[src/rtl/axi4l_pkg.sv]
// Shared AXI4-Lite widths, response encodings and the write-beat payload layout
// used by the AXI4-Lite to core-memory bridge.
package axi4l_pkg;

    localparam int ADDR_W = 32;
    localparam int DATA_W = 32;
    localparam int STRB_W = DATA_W / 8;

    typedef enum logic [1:0] {
        RESP_OKAY   = 2'b00,
        RESP_EXOKAY = 2'b01,
        RESP_SLVERR = 2'b10,
        RESP_DECERR = 2'b11
    } axi_resp_e;

    typedef struct packed {
        logic [STRB_W-1:0] strb;
        logic [DATA_W-1:0] data;
    } w_beat_t;

    function automatic axi_resp_e resp_from_err(input logic err);
        return err ? RESP_SLVERR : RESP_OKAY;
    endfunction

endpackage

[src/rtl/axi4l2core_if.sv]
// Bus bundles for the bridge: the AXI4-Lite slave side and the core-style
// request/grant memory side.
interface axi4l_if;
    import axi4l_pkg::*;

    logic              awvalid;
    logic              awready;
    logic [ADDR_W-1:0] awaddr;
    logic [2:0]        awprot;

    logic              wvalid;
    logic              wready;
    logic [DATA_W-1:0] wdata;
    logic [STRB_W-1:0] wstrb;

    logic              bvalid;
    logic              bready;
    logic [1:0]        bresp;

    logic              arvalid;
    logic              arready;
    logic [ADDR_W-1:0] araddr;
    logic [2:0]        arprot;

    logic              rvalid;
    logic              rready;
    logic [DATA_W-1:0] rdata;
    logic [1:0]        rresp;

    modport master (
        output awvalid, awaddr, awprot, wvalid, wdata, wstrb, bready,
               arvalid, araddr, arprot, rready,
        input  awready, wready, bvalid, bresp, arready, rvalid, rdata, rresp
    );

    modport slave (
        input  awvalid, awaddr, awprot, wvalid, wdata, wstrb, bready,
               arvalid, araddr, arprot, rready,
        output awready, wready, bvalid, bresp, arready, rvalid, rdata, rresp
    );
endinterface

interface core_mem_if;
    import axi4l_pkg::*;

    logic              req;
    logic              we;
    logic [STRB_W-1:0] be;
    logic [ADDR_W-1:0] addr;
    logic [DATA_W-1:0] wdata;
    logic              gnt;
    logic              rvalid;
    logic [DATA_W-1:0] rdata;
    logic              err;

    modport master (
        output req, we, be, addr, wdata,
        input  gnt, rvalid, rdata, err
    );

    modport slave (
        input  req, we, be, addr, wdata,
        output gnt, rvalid, rdata, err
    );
endinterface

[src/rtl/axi4l_hold_slot.sv]
// One-entry holding register for a single AXI channel: accepts a beat when empty,
// keeps it until the owner clears it.
module axi4l_hold_slot #(
    parameter int WIDTH = 32
) (
    input  logic             clk,
    input  logic             rst_n,
    input  logic             valid_i,
    input  logic [WIDTH-1:0] payload_i,
    input  logic             clear_i,
    output logic             ready_o,
    output logic             full_o,
    output logic [WIDTH-1:0] payload_o
);

    logic             full_q;
    logic             full_d;
    logic [WIDTH-1:0] payload_q;
    logic [WIDTH-1:0] payload_d;
    logic             load;

    // Ready is gated by reset so the channel never handshakes while held in reset.
    assign ready_o = rst_n && !full_q;
    assign load    = valid_i && ready_o;

    always_comb begin
        full_d    = full_q;
        payload_d = payload_q;
        if (load) begin
            full_d    = 1'b1;
            payload_d = payload_i;
        end else if (clear_i) begin
            full_d = 1'b0;
        end
    end

    always_ff @(posedge clk) begin
        if (!rst_n) begin
            full_q    <= 1'b0;
            payload_q <= '0;
        end else begin
            full_q    <= full_d;
            payload_q <= payload_d;
        end
    end

    assign full_o    = full_q;
    assign payload_o = payload_q;

endmodule

[src/rtl/axi4l2core.sv]
// AXI4-Lite slave to core-style memory bridge: buffers AW/W/AR in one-entry slots
// and runs one memory transaction at a time through a four-state FSM.
module axi4l2core
    import axi4l_pkg::*;
#(
    parameter bit WRITE_FIRST = 1'b1
) (
    input  logic       clk,
    input  logic       rst_n,
    axi4l_if.slave     axi,
    core_mem_if.master mem
);

    typedef enum logic [1:0] {
        S_IDLE,
        S_REQ,
        S_WAIT,
        S_RESP
    } state_e;

    state_e            state_q;
    logic              is_write_q;
    logic              req_q;
    logic              err_q;
    logic              bvalid_q;
    logic              rvalid_q;
    logic [DATA_W-1:0] rdata_q;

    logic              aw_full;
    logic              w_full;
    logic              ar_full;
    logic [ADDR_W-1:0] aw_addr;
    logic [ADDR_W-1:0] ar_addr;
    w_beat_t           w_beat;
    w_beat_t           w_beat_in;
    logic              grant_fire;
    logic              aw_clr;
    logic              w_clr;
    logic              ar_clr;
    logic              wr_cand;
    logic              rd_cand;
    logic              unused_prot;

    assign unused_prot = ^{axi.awprot, axi.arprot};
    assign w_beat_in   = '{strb: axi.wstrb, data: axi.wdata};

    axi4l_hold_slot #(.WIDTH(ADDR_W)) u_aw_slot (
        .clk       (clk),
        .rst_n     (rst_n),
        .valid_i   (axi.awvalid),
        .payload_i (axi.awaddr),
        .clear_i   (aw_clr),
        .ready_o   (axi.awready),
        .full_o    (aw_full),
        .payload_o (aw_addr)
    );

    axi4l_hold_slot #(.WIDTH($bits(w_beat_t))) u_w_slot (
        .clk       (clk),
        .rst_n     (rst_n),
        .valid_i   (axi.wvalid),
        .payload_i (w_beat_in),
        .clear_i   (w_clr),
        .ready_o   (axi.wready),
        .full_o    (w_full),
        .payload_o (w_beat)
    );

    axi4l_hold_slot #(.WIDTH(ADDR_W)) u_ar_slot (
        .clk       (clk),
        .rst_n     (rst_n),
        .valid_i   (axi.arvalid),
        .payload_i (axi.araddr),
        .clear_i   (ar_clr),
        .ready_o   (axi.arready),
        .full_o    (ar_full),
        .payload_o (ar_addr)
    );

    // Slots are released on the grant so the master can refill them while we wait.
    assign grant_fire = (state_q == S_REQ) && mem.gnt;
    assign aw_clr     = grant_fire && is_write_q;
    assign w_clr      = grant_fire && is_write_q;
    assign ar_clr     = grant_fire && !is_write_q;

    assign wr_cand = aw_full && w_full;
    assign rd_cand = ar_full;

    always_ff @(posedge clk) begin
        if (!rst_n) begin
            state_q    <= S_IDLE;
            is_write_q <= 1'b0;
            req_q      <= 1'b0;
            err_q      <= 1'b0;
            bvalid_q   <= 1'b0;
            rvalid_q   <= 1'b0;
            rdata_q    <= '0;
        end else begin
            case (state_q)
                S_IDLE: begin
                    if (wr_cand && (WRITE_FIRST || !rd_cand)) begin
                        is_write_q <= 1'b1;
                        req_q      <= 1'b1;
                        state_q    <= S_REQ;
                    end else if (rd_cand) begin
                        is_write_q <= 1'b0;
                        req_q      <= 1'b1;
                        state_q    <= S_REQ;
                    end
                end
                S_REQ: begin
                    if (mem.gnt) begin
                        req_q   <= 1'b0;
                        state_q <= S_WAIT;
                    end
                end
                S_WAIT: begin
                    if (mem.rvalid) begin
                        if (!is_write_q) begin
                            rdata_q <= mem.rdata;
                        end
                        err_q    <= mem.err;
                        bvalid_q <= is_write_q;
                        rvalid_q <= !is_write_q;
                        state_q  <= S_RESP;
                    end
                end
                S_RESP: begin
                    if ((bvalid_q && axi.bready) || (rvalid_q && axi.rready)) begin
                        bvalid_q <= 1'b0;
                        rvalid_q <= 1'b0;
                        state_q  <= S_IDLE;
                    end
                end
                default: begin
                    state_q <= S_IDLE;
                end
            endcase
        end
    end

    // Request fields come straight from the slots, which cannot change until the grant.
    assign mem.req   = req_q && rst_n;
    assign mem.we    = is_write_q;
    assign mem.addr  = is_write_q ? aw_addr : ar_addr;
    assign mem.be    = is_write_q ? w_beat.strb : {STRB_W{1'b1}};
    assign mem.wdata = is_write_q ? w_beat.data : '0;

    assign axi.bvalid = bvalid_q && rst_n;
    assign axi.bresp  = resp_from_err(err_q);
    assign axi.rvalid = rvalid_q && rst_n;
    assign axi.rdata  = rdata_q;
    assign axi.rresp  = resp_from_err(err_q);

endmodule

[src/flat_wrapper.sv]
// flat-port wrapper written by rule: the top's interface ports become plain ports
module axi4l2core_flat import axi4l_pkg::*;
#(
    parameter bit WRITE_FIRST = 1'b1
)
  (clk, rst_n, axi_awvalid, axi_awaddr, axi_awprot, axi_wvalid, axi_wdata, axi_wstrb, axi_bready, axi_arvalid, axi_araddr, axi_arprot, axi_rready, axi_awready, axi_wready, axi_bvalid, axi_bresp, axi_arready, axi_rvalid, axi_rdata, axi_rresp, mem_req, mem_we, mem_be, mem_addr, mem_wdata, mem_gnt, mem_rvalid, mem_rdata, mem_err);
  axi4l_if axi_i ();
  core_mem_if mem_i ();
  input  logic clk;
  input  logic rst_n;
  input wire logic [$bits(axi_i.awvalid)-1:0] axi_awvalid;
  input wire logic [$bits(axi_i.awaddr)-1:0] axi_awaddr;
  input wire logic [$bits(axi_i.awprot)-1:0] axi_awprot;
  input wire logic [$bits(axi_i.wvalid)-1:0] axi_wvalid;
  input wire logic [$bits(axi_i.wdata)-1:0] axi_wdata;
  input wire logic [$bits(axi_i.wstrb)-1:0] axi_wstrb;
  input wire logic [$bits(axi_i.bready)-1:0] axi_bready;
  input wire logic [$bits(axi_i.arvalid)-1:0] axi_arvalid;
  input wire logic [$bits(axi_i.araddr)-1:0] axi_araddr;
  input wire logic [$bits(axi_i.arprot)-1:0] axi_arprot;
  input wire logic [$bits(axi_i.rready)-1:0] axi_rready;
  output wire logic [$bits(axi_i.awready)-1:0] axi_awready;
  output wire logic [$bits(axi_i.wready)-1:0] axi_wready;
  output wire logic [$bits(axi_i.bvalid)-1:0] axi_bvalid;
  output wire logic [$bits(axi_i.bresp)-1:0] axi_bresp;
  output wire logic [$bits(axi_i.arready)-1:0] axi_arready;
  output wire logic [$bits(axi_i.rvalid)-1:0] axi_rvalid;
  output wire logic [$bits(axi_i.rdata)-1:0] axi_rdata;
  output wire logic [$bits(axi_i.rresp)-1:0] axi_rresp;
  output wire logic [$bits(mem_i.req)-1:0] mem_req;
  output wire logic [$bits(mem_i.we)-1:0] mem_we;
  output wire logic [$bits(mem_i.be)-1:0] mem_be;
  output wire logic [$bits(mem_i.addr)-1:0] mem_addr;
  output wire logic [$bits(mem_i.wdata)-1:0] mem_wdata;
  input wire logic [$bits(mem_i.gnt)-1:0] mem_gnt;
  input wire logic [$bits(mem_i.rvalid)-1:0] mem_rvalid;
  input wire logic [$bits(mem_i.rdata)-1:0] mem_rdata;
  input wire logic [$bits(mem_i.err)-1:0] mem_err;
  assign axi_i.awvalid = axi_awvalid;
  assign axi_i.awaddr = axi_awaddr;
  assign axi_i.awprot = axi_awprot;
  assign axi_i.wvalid = axi_wvalid;
  assign axi_i.wdata = axi_wdata;
  assign axi_i.wstrb = axi_wstrb;
  assign axi_i.bready = axi_bready;
  assign axi_i.arvalid = axi_arvalid;
  assign axi_i.araddr = axi_araddr;
  assign axi_i.arprot = axi_arprot;
  assign axi_i.rready = axi_rready;
  assign axi_awready = axi_i.awready;
  assign axi_wready = axi_i.wready;
  assign axi_bvalid = axi_i.bvalid;
  assign axi_bresp = axi_i.bresp;
  assign axi_arready = axi_i.arready;
  assign axi_rvalid = axi_i.rvalid;
  assign axi_rdata = axi_i.rdata;
  assign axi_rresp = axi_i.rresp;
  assign mem_req = mem_i.req;
  assign mem_we = mem_i.we;
  assign mem_be = mem_i.be;
  assign mem_addr = mem_i.addr;
  assign mem_wdata = mem_i.wdata;
  assign mem_i.gnt = mem_gnt;
  assign mem_i.rvalid = mem_rvalid;
  assign mem_i.rdata = mem_rdata;
  assign mem_i.err = mem_err;
  axi4l2core #(.WRITE_FIRST(WRITE_FIRST)) u_core (.clk(clk), .rst_n(rst_n), .axi(axi_i), .mem(mem_i));
endmodule
[config.mk]
export PLATFORM = sky130hd
export DESIGN_NAME = axi4l2core_flat
export DESIGN_NICKNAME = d
export VERILOG_FILES = /design/src/rtl/axi4l_pkg.sv /design/src/rtl/axi4l2core_if.sv /design/src/rtl/axi4l_hold_slot.sv /design/src/rtl/axi4l2core.sv /design/src/flat_wrapper.sv
export SDC_FILE = /design/constraint.sdc
export NUM_CORES = 1
export LEC_CHECK = 0
export CORE_UTILIZATION = 35
export CTS_CLUSTER_SIZE = 20
export DETAILED_ROUTE_END_ITERATION = 12
export PLACE_DENSITY = 0.71
export SYNTH_ARGS = -nofsm -noshare
export SYNTH_HDL_FRONTEND = slang
export SYNTH_SLANG_ARGS = --single-unit
[constraint.sdc]
create_clock -name clk -period 2.35 [get_ports clk]
set_clock_uncertainty 0.15 [all_clocks]
set_input_delay 0.705 -clock clk [delete_from_list [all_inputs] [get_ports clk]]
set_output_delay 0.705 -clock clk [all_outputs]
set_load 0.02 [all_outputs]
==> Word-level counts from Yosys, hierarchy flattened <==
Cells that the tools add are included.
{ "word_totals": {"register_bits": 142, "out_inout_bits": 111, "wordCells": 80} }
{ "classes": {"eq_ne": 7, "mux": 26, "n_bitwise": 1, "reduce_logical": 33} }
{ "ops": {"columns": ["op", "count"], "rows": [
  ["32-bit 2-to-1 mux", 2],
  ["1-bit logical AND", 15],
  ["1-bit 2-to-1 mux", 13],
  ["2-bit 2-to-1 mux", 6],
  ["2-bit nonzero test", 6],
  ["3-bit AND reduction", 3],
  ["2-bit case mux with 4 select lines", 1],
  ["1-bit case mux with 2 select lines", 3],
  ["2-bit == test (second input constant)", 2],
  ["1-bit logical NOT", 4],
  ["4-bit 2-to-1 mux", 1],
  ["2-bit != test (second input constant)", 2],
  ["2-bit AND reduction", 2],
  ["4-bit AND reduction", 1],
  ["3-bit by 2-bit != test with 1-bit output (second input constant)", 1],
  ["2-bit by 1-bit == test with 1-bit output (second input constant)", 1],
  ["2-bit logical NOT", 1],
  ["2-bit by 1-bit != test with 1-bit output (second input constant)", 1],
  ["1-bit logical OR", 1],
  ["1-bit inverter", 1]
]} }

==> Logic depth before layout (Yosys ltp) <==
{ "depth": {"depth_word": 5, "mapped_depth": 8, "mapped_depth_nobuf": 6} }

==> Modules after synthesis <==
A second synthesis with hierarchy kept.
{ "hier_totals": {"cells_unflattened": 720, "area_unflattened_um2": 6508.7} }
{ "modules_own_cells": {"columns": ["mod", "instances", "cells_each", "area_each_um2"], "rows": [
  ["axi4l_hold_slot (u_core.u_ar_slot ...)", 2, 144, 1356.3],
  ["axi4l2core", 1, 271, 2277.2],
  ["axi4l_hold_slot (u_core.u_w_slot)", 1, 161, 1519.0]
]} }

==> Worst setup path before layout <==
OpenSTA, ideal clock, no wires.
{ "synth_path": {"path_kind": "reg-to-output", "start": "reg u_core.is_write_q, in the netlist u_core.mem.we", "end": "out mem_addr[0]", "t_arrival_ps": 1322, "required_ps": 1495, "slack_ps": 173, "path_stages_with_launch": 4, "n_path_buf": 2, "cell_sequence": "dfxtp_1 buf_2 buf_2 mux2_2"} }
{ "synth_between": {"elab_chain_len": 1} }
{ "synth_rtl": {"columns": ["element", "line", "source"], "rows": [
  ["start, declared", "axi4l2core.sv:22", "logic is_write_q;"],
  ["start signal, assigned", "axi4l2core.sv:92", "is_write_q <= 1'b0;"],
  ["start signal, assigned", "axi4l2core.sv:102", "is_write_q <= 1'b1;"],
  ["start signal, assigned", "axi4l2core.sv:106", "is_write_q <= 1'b0;"],
  ["32-bit 2-to-1 mux", "axi4l2core.sv:145", "assign mem.addr = is_write_q ? aw_addr : ar_addr;"],
  ["end, declared", "flat_wrapper.sv:33", "output wire logic [$bits(mem_i.addr)-1:0] mem_addr;"]
]} }
Every way passes these cells.

==> Final worst setup path <==
{ "layout_path": {"start": "reg u_core.is_write_q, in the netlist u_core.mem.we", "end": "out mem_addr[15]"} }
Same word-level chain as after synthesis.

==> reports/results.ini <==
[status]
status = finished with violations
violations = negative setup slack

[routing]
first_iter_violations = 272
drt-wirelength-per-cell_um = 13.6
ant_nets = 0
vias_per_cell = 4.54
drc = 0
vias = 5430
dr.pass1.iters = 4
drt-total-wl_mm = 16.3

[die]
die_h_um = 131
die_w_um = 131
start_util_pct = 36.4
dieArea_sq_um = 17300
rows = 46
ioPinCount = 259
coreArea_sq_um = 16100

[cts]
cts_sinks = 142
htree_levels = 4
clk_transition_reported_paths_ns = 0.06
cts_tree = done
numCtsBuffers = 17
cts_hold_buf = 0
clock_latency_ns = 0.41
clock_path_buffers = 2
cts_root_buffer = clkbuf_16

[critical_path]
cp_data_required_time_ns = 1.49
critical_path_class = reg2out
crit_fanout = 6
startpoint_type = flip-flop
cp.arrival_ns = 1.61
end_kind = output pin

[synth]
synthesis.area_sq_um = 5860
synth-seq-cells = 142
yosys_warnings = 0
ys_types = 34
ys_seq_area_share_pct = 48.5
synth.avg_cell_area_sq_um = 8.14
netlist_instances = 720

[placed_design]
gp_congestion = 0.756
hpwl_mm = 10.8
portBuffers = 250
place_area_sq_um = 8560

[layout]
utilization_pct = 58.1
mostFrequentLayoutCells = 275 x nand2_1, 174 x clkdlybuf4s50_1, 141 x dfxtp_1
nFillCells = 1502
diodes = 0
final_common_cell = nand2_1
final_cell_area_sq_um = 9360
multi_input_area_sq_um = 2790
finish.net_count = 1119
final-seq-area_sq_um = 2850
drive_gt1_share_pct = 18.7
syn2layout_area_growth_pct = 59.8

[pwr]
power_mw = 7.04
p_leak_nw = 3.73
pwr_density_cell_nw_per_um2 = 752
peakVddDrop_mv = 0.484

[global_route]
grt_pass1_wl_mm = 26.5
grtUsageTotal_pct = 19.1
grt_overflow = 0
grt_max_degree = 73
antenna_found_initial = 0
grt_pass1_vias = 5192

[sta]
rsz0062_at_grt = true
slew_viol_final = 0
finalSetupViolations = 11
post-route-min-period_ns = 2.46
max_clock_freq_mhz = 406
setup_ws_ns = -0.112
finalHoldWorstSlack_ns = 0.295
hold_viol_final = 0
fin_crit_sh_pct = 105

[min_path]
hp-class = reg2reg

[flow_run]
maxCapViolCount = 0

## synthesized netlist by cell type
cell type	count	area, sq um
buf_1	2	7.51
buf_6	2	22.5
nand2_1	275	1030
nand3b_1	2	15.0
or4b_1	1	10.0
nand3_1	1	5.00
and2_1	37	231
a21oi_1	2	10.0
buf_2	18	90.1
a21boi_1	11	82.6
a21boi_0	23	173
o22ai_1	1	6.26
nor2_2	1	6.26
o211a_1	2	20.0
o21ai_1	20	100
inv_1	5	18.8
o21ai_0	84	420
nor2b_2	1	8.76
a32oi_1	1	8.76
clkbuf_1	14	52.6
dfxtp_1	142	2840
and3b_1	1	8.76
nor2_1	1	3.75
or2_1	1	6.26
mux2_2	33	372
buf_4	21	158
nor2b_1	3	18.8
a311oi_1	1	8.76
nand2b_1	4	25.0
nand4_1	2	12.5
conb_1	1	3.75
a22oi_1	1	7.51
mux2i_1	2	20.0
ha_1	4	50.1
## worst max-delay path, cell delays in order (launching register included)
cell     delay, ns
dfxtp_4       0.37
buf_12        0.14
buf_16        0.13
buf_8         0.12
mux2_4        0.30
buf_6         0.13
## stage by stage
stage / worst slack, ns / setup TNS (ns) / cells
2_1_floorplan: 0.173 / 0 / 721
3_3_place_gp: -0.176 / -1.05 / 1150
3_5_place_dp: -0.183 / -0.914 / 1150
4_1_cts: -0.206 / -3.35 / 1197
5_1_grt: -0.156 / -1.93 / 1196
6_report: -0.112 / -0.456 / 1196
## worst paths after layout
check                                start                             to  slack [ns]  depth (start not counted)
max                          u_core.mem.we                   mem_addr[15]       -0.11                          5
min          u_core.u_w_slot.payload_o[34]  u_core.u_w_slot.payload_o[34]        0.29                          2
min reg2reg  u_core.u_w_slot.payload_o[34]  u_core.u_w_slot.payload_o[34]        0.29                          2
max reg2reg              u_core.state_q[0]                u_core.bvalid_q        0.64                          6
## what timing repair did
item                                    4_1_cts  5_1_grt
resized for setup                           307       83
pin swaps                                     1        0
hold endpoints to repair                      0        0
cloned                                        3        1
endpoints found under the setup margin       75       53
setup buffers                                12        1
## state kept, by name, indices dropped and copies added, names as in the netlist, 2 cells and up
name                        cells
u_core.axi.rdata               32
u_core.state_q                  2
u_core.u_w_slot.payload_o      36
u_core.u_aw_slot.payload_o     32
u_core.u_ar_slot.payload_o     32
## final cells by class
type / count / share of cell area, %
Clock buffer: 24 / 5.25
Multi-Input combinational cell: 517 / 29.8
Inverter: 5 / 0.200
Tap cell: 216 / 2.89
Clock inverter: 8 / 1.39
Sequential cell: 142 / 30.4
Timing Repair Buffer: 284 / 30.1
## layer usage
metal	GRT usage [%]	vias to the layer above	part of all wire [%]
met4	8.33	0	2.7
met2	31.1	160	46
li1	-	2819	-
met5	0	-	0
met3	4.75	30	5.3
met1	23.9	2421	46
## kinds of logic (layout without fill, tap and decap cells)
| group | count (synthesis) | in the layout | synth area share, % |
|---|---|---|---|
| AND/OR/NAND/NOR | 330 | 330 | 23.6 |
| multiplexers | 35 | 35 | 6.69 |
| other | 1 | 2 | 0.0640 |
| adder cells (fa/ha/maj) | 4 | 4 | 0.854 |
| buffers and inverters | 62 | 321 | 5.96 |
| AO/OA/AOI/OAI | 146 | 146 | 14.3 |
| flip-flops | 142 | 142 | 48.5 |
## power breakdown
group,total (mW),switching (mW),internal (mW)
clock,2.81,1.02,1.79
sequential,2.73,0.115,2.62
combinational,1.50,0.710,0.789
No activity file was read; power rests on OpenSTA's default activity.
